`src/rtl/data_mem_arbiter_pkg.sv`:
```
// Shared encodings for the data memory arbiter: FSM states, access sizes
// and owner codes.
package data_mem_arbiter_pkg;

    typedef enum logic [2:0] {
        ST_IDLE  = 3'd0,
        ST_ISSUE = 3'd1,
        ST_WAIT  = 3'd2,
        ST_RESP  = 3'd3,
        ST_ERR   = 3'd4
    } state_t;

    localparam logic [1:0] SZ_B = 2'b00;
    localparam logic [1:0] SZ_H = 2'b01;
    localparam logic [1:0] SZ_W = 2'b10;

    typedef enum logic {
        OWN_CORE = 1'b0,
        OWN_DBG  = 1'b1
    } owner_t;

endpackage

```
`src/rtl/data_mem_align_chk.sv`:
```
// Flags accesses that must not reach memory: misaligned halfword/word or
// the reserved size code.
module data_mem_align_chk
    import data_mem_arbiter_pkg::*;
(
    input  logic [1:0] addr,
    input  logic [1:0] size,
    output logic       err
);

    always_comb begin
        err = 1'b0;
        case (size)
            SZ_B:    err = 1'b0;
            SZ_H:    err = addr[0];
            SZ_W:    err = |addr;
            default: err = 1'b1;
        endcase
    end

endmodule

```
`src/rtl/data_mem_arbiter.sv`:
```
// Two-master arbiter (core MemoryAccess stage, debug/loader) in front of the
// single-port data memory; every access walks IDLE -> ISSUE -> [WAIT] -> RESP.
module data_mem_arbiter
    import data_mem_arbiter_pkg::*;
#(
    parameter int XLEN     = 32,
    parameter int AWIDTH   = 14,
    parameter int READ_LAT = 1
) (
    input  logic              clk,
    input  logic              rst,
    input  logic              c_req,
    input  logic [AWIDTH-1:0] c_addr,
    input  logic [XLEN-1:0]   c_wdata,
    input  logic [2:0]        c_we,
    output logic              c_ack,
    output logic              c_err,
    output logic [XLEN-1:0]   c_rdata,
    output logic              stall_memoryaccess,
    input  logic              d_req,
    input  logic [AWIDTH-1:0] d_addr,
    input  logic [XLEN-1:0]   d_wdata,
    input  logic [2:0]        d_we,
    output logic              d_ack,
    output logic              d_err,
    output logic [XLEN-1:0]   d_rdata,
    output logic [AWIDTH-1:0] data_mem_addr,
    output logic [XLEN-1:0]   data_mem_wdata,
    output logic [2:0]        data_mem_we,
    input  logic [XLEN-1:0]   data_mem_out,
    output logic              busy
);

    localparam logic [2:0] LAT_CNT = 3'(READ_LAT);

    state_t      state_reg;
    owner_t      owner_reg;
    owner_t      last_grant_reg;
    logic        write_reg;
    logic [2:0]  cnt_reg;

    owner_t            sel_owner;
    logic [AWIDTH-1:0] sel_addr;
    logic [XLEN-1:0]   sel_wdata;
    logic [2:0]        sel_we;
    logic              sel_err;

    // Round-robin: on a tie the requester that was not served last wins.
    always_comb begin
        sel_owner = OWN_CORE;
        if (c_req && d_req) begin
            sel_owner = (last_grant_reg == OWN_DBG) ? OWN_CORE : OWN_DBG;
        end else if (d_req) begin
            sel_owner = OWN_DBG;
        end
        sel_addr  = (sel_owner == OWN_DBG) ? d_addr  : c_addr;
        sel_wdata = (sel_owner == OWN_DBG) ? d_wdata : c_wdata;
        sel_we    = (sel_owner == OWN_DBG) ? d_we    : c_we;
    end

    data_mem_align_chk u_align_chk (
        .addr (sel_addr[1:0]),
        .size (sel_we[1:0]),
        .err  (sel_err)
    );

    assign stall_memoryaccess = c_req & ~c_ack;
    assign busy               = (state_reg != ST_IDLE);

    // Outputs are registered on the transition into the state they belong to,
    // so ack/err/rdata are visible during RESP/ERR and data_mem_we during ISSUE.
    always_ff @(posedge clk or posedge rst) begin
        if (rst) begin
            state_reg      <= ST_IDLE;
            owner_reg      <= OWN_CORE;
            last_grant_reg <= OWN_DBG;
            write_reg      <= 1'b0;
            cnt_reg        <= 3'd0;
            data_mem_addr  <= '0;
            data_mem_wdata <= '0;
            data_mem_we    <= 3'b000;
            c_ack          <= 1'b0;
            c_err          <= 1'b0;
            c_rdata        <= '0;
            d_ack          <= 1'b0;
            d_err          <= 1'b0;
            d_rdata        <= '0;
        end else begin
            c_ack       <= 1'b0;
            d_ack       <= 1'b0;
            data_mem_we <= 3'b000;
            case (state_reg)
                ST_IDLE: begin
                    if (c_req || d_req) begin
                        owner_reg      <= sel_owner;
                        last_grant_reg <= sel_owner;
                        write_reg      <= sel_we[2];
                        if (sel_err) begin
                            state_reg <= ST_ERR;
                            if (sel_owner == OWN_DBG) begin
                                d_ack   <= 1'b1;
                                d_err   <= 1'b1;
                                d_rdata <= '0;
                            end else begin
                                c_ack   <= 1'b1;
                                c_err   <= 1'b1;
                                c_rdata <= '0;
                            end
                        end else begin
                            state_reg      <= ST_ISSUE;
                            data_mem_addr  <= sel_addr;
                            data_mem_wdata <= sel_wdata;
                            data_mem_we    <= sel_we;
                        end
                    end
                end
                ST_ISSUE: begin
                    if (write_reg) begin
                        state_reg <= ST_RESP;
                        if (owner_reg == OWN_DBG) begin
                            d_ack <= 1'b1;
                            d_err <= 1'b0;
                        end else begin
                            c_ack <= 1'b1;
                            c_err <= 1'b0;
                        end
                    end else begin
                        cnt_reg   <= LAT_CNT;
                        state_reg <= ST_WAIT;
                    end
                end
                ST_WAIT: begin
                    if (cnt_reg == 3'd1) begin
                        state_reg <= ST_RESP;
                        if (owner_reg == OWN_DBG) begin
                            d_ack   <= 1'b1;
                            d_err   <= 1'b0;
                            d_rdata <= data_mem_out;
                        end else begin
                            c_ack   <= 1'b1;
                            c_err   <= 1'b0;
                            c_rdata <= data_mem_out;
                        end
                    end else begin
                        cnt_reg <= cnt_reg - 3'd1;
                    end
                end
                ST_RESP: state_reg <= ST_IDLE;
                ST_ERR:  state_reg <= ST_IDLE;
                default: state_reg <= ST_IDLE;
            endcase
        end
    end

endmodule
```
`config.mk`:
```
export PLATFORM = sky130hd
export DESIGN_NAME = data_mem_arbiter
export DESIGN_NICKNAME = d
export VERILOG_FILES = /design/src/rtl/data_mem_arbiter_pkg.sv /design/src/rtl/data_mem_align_chk.sv /design/src/rtl/data_mem_arbiter.sv
export SDC_FILE = /design/constraint.sdc
export NUM_CORES = 1
export LEC_CHECK = 0
export CAP_MARGIN = 20
export CORE_MARGIN = 2
export CORE_UTILIZATION = 42
export CTS_BUF_LIST = sky130_fd_sc_hd__clkbuf_16
export CTS_CLUSTER_SIZE = 14
export DETAILED_ROUTE_END_ITERATION = 8
export GPL_TIMING_DRIVEN = 1
export PLACE_DENSITY = 0.81
export SYNTH_ARGS = -nofsm -noshare
export SYNTH_HDL_FRONTEND = slang
export SYNTH_SLANG_ARGS = --single-unit
```
`constraint.sdc`:
```
create_clock -name clk -period 6.1 [get_ports clk]
set_clock_uncertainty 0.1 [all_clocks]
set_input_delay 1.22 -clock clk [delete_from_list [all_inputs] [get_ports clk]]
set_output_delay 1.22 -clock clk [all_outputs]
set_load 0.1 [all_outputs]
```
==> metrics.txt <==
status=completed; top flop regs=c_rdata (32), d_rdata (32), data_mem_wdata (32); Final Hold Vio Count=0; Detail Route Antenna Nets=0; worst-path cell chain=clkdlybuf4s50_1 > nor2b_1 > clkdlybuf4s50_1; initial antenna violation count=0; area post-placement=8240 µm²; CP max stage delay=1.15 ns; hold_buf cts=0; total congestion overflow=0; Cells after Synth=522; Pre-antenna DRT Iters=4; post-synthesis register bit count=126; sequential share of the synthesized area=0.567; CP required=4.78 ns; placed insts=925; Filler cells=969; Most Crowded Layer GR=met2; final setup fails=0; Vias/cell=5.09; Synth top area share=0.562; fin nets=904; fin cells=954; period utilisation layout=0.738; Die H=119 µm; Sequential cell area=3150 µm²; Synth area leader=dfrtp_1; number of max-cap violations=0; Post-CTS Setup Bufs=0; utilization after layout=0.669; synth top area cells=dfrtp_1 56%, nand2_1 12%, o2bb2ai_1 10%; kind of critical path=primary input to output port; DR iter-0 viols=216; Slew headroom=0.292; CP top delay family=buffers and inverters; Root Buffer=clkbuf_16; predominant post-synthesis flop cell=dfrtp_1; setup TNS=0 ns; worst min path class=flip-flop to flip-flop; PostCTS Resize Cnt=0; CP Launch Type=primary input; number of flops mapped to enable cells by yosys=0; CTS tree=yes; CTS HTree Levels=4; max-slew violation count=0; first-pass GRT wire length=26.8 mm; met3 usage=0.0982; final WL=17.0 mm; WL/cell=17.8 µm; Ant. Diodes=0; CP most frequent cell=clkdlybuf4s50_1; # IOs=253; Tmin final=4.50 ns; TritonCTS Sinks=126; GR Util All Layers=0.243; Slew @ Worst Pin=1.06 ns; CP Data Arrival Time=3.18 ns; DP HPWL=12.2 mm; syn_nets=658; area grow syn2layout=57.3%; RePlAce Congestion=0.842; Avg Synthesized Cell Area=10.7 µm²; starting density of the core=0.425; core area=13100 µm²; asr flop ratio synth=1.00; area of the multi-input gates=2250 µm²; Fmax=222 MHz; met2 Use GR=0.412; CP max-delay cell=clkdlybuf4s50_1; YS warnings=0; count of input and output buffers=252; min-delay src=data_mem_addr[3]$_DFFE_PP0P_; chip width=119 µm; via count=4858; Clock Latency Late Sink=0.41 ns; die area=14200 µm²; CP startpoint=c_req; maximum clock insertion buffer count=2; RSZ-0062 raised after global routing=false; clock slew at reported path FFs=0.05 ns; grt met1 use=0.280; kind of end point of the critical path=output port; layout cells sized above 1=0.111; CTS Buf Count=17; synth unique cells=44; vias in the first global route=5126; reg2reg start=last_grant_reg$_DFFE_PP1P_; largest net degree at the start of global routing=54; DR DRC count=0; # rows=42; Finished Cell Area=8750 µm²; Critical Path Fanout Max=6; Buf/Inv on CP=2; Syn Std Cell Area=5570 µm²
## metrics by stage
step / worst slack, ns / hold WS, ns
finish: 1.60 / 0.386
CTS: 1.61 / 0.393
global route: 1.56 / 0.409
global placement: 1.65 / 0.369
detailed placement: 1.62 / 0.373
floorplan: 1.43 / 0.395
## layout by cell type (no fill, tap or decap), types with 2 or more instances in the layout
cell,n
ha_1,2
nand3_1,6
o2bb2ai_1,64
nor2_1,6
o22ai_1,2
a21oi_1,10
o21ai_0,5
mux2_1,6
clkinv_2,7
o22a_1,2
or2_2,2
nor3_2,2
clkdlybuf4s50_1,252
nor2b_1,4
nand2_1,173
inv_1,7
dfrtp_1,125
o211ai_1,2
nand2b_1,3
o21a_1,2
mux2i_1,2
nand3b_1,2
buf_4,10
mux2_2,40
nor3_1,3
clkbuf_16,17
## layout make-up
cell class              count  area share
clock buffers              17      0.0486
clock inverters            12     0.00958
inverters                   6     0.00286
multi-input cells         355       0.257
flip-flops and latches    126       0.360
well taps                 176      0.0252
repair buffers            262       0.297
## logic make-up after synthesis
family                   after synthesis  synth area share
multiplexers                          48            0.0967
buffers and inverters                 41            0.0346
flip-flops                           126             0.567
adder cells (fa/ha/maj)                2           0.00450
XOR/XNOR                               1           0.00157
AO/OA/AOI/OAI                         97             0.140
AND/OR/NAND/NOR                      207             0.156
## worst paths after layout
check | slack [ns] | endpoint | depth (start not counted)
max | 1.60 | stall_memoryaccess | 3
max reg2reg | 3.45 | data_mem_wdata[26]$_DFFE_PP0P_ | 6
min reg2reg | 0.39 | data_mem_addr[3]$_DFFE_PP0P_ | 1
max in group asynchronous | 3.88 | d_rdata[10]$_DFFE_PP0P_ | 3
min in group asynchronous | 1.06 | data_mem_addr[6]$_DFFE_PP0P_ | 2
min | 0.39 | data_mem_addr[3]$_DFFE_PP0P_ | 1
## worst register-to-register path: stages, from the launching register on
cell and delay [ns]:
dfstp_2 0.58, a21bo_1 0.12, buf_4 0.44, nor3_2 0.17
nor3_4 0.18, buf_4 0.51, mux2_2 0.43
## synthesized netlist by cell type (3+ instances only)
cell and n:
mux2_1 6, o21ai_0 5, buf_2 7, a21oi_1 10
buf_6 4, nand2_1 173, nand2b_1 3, nand3_1 6
nor3_1 3, nor2b_1 4, inv_1 6, nor2_1 6
clkbuf_1 23, o2bb2ai_1 64, mux2_2 40, dfrtp_1 125
## routing by layer
layer / vias to the layer above / wire [µm]
met5: - / 0
met4: 0 / 267
met3: 25 / 1500
met2: 206 / 8330
met1: 2318 / 6890
li1: 2309 / -
Power is left out: the tool's default activity adds up to more than one toggle a clock period on the data nets, which glitch-free logic cannot reach.
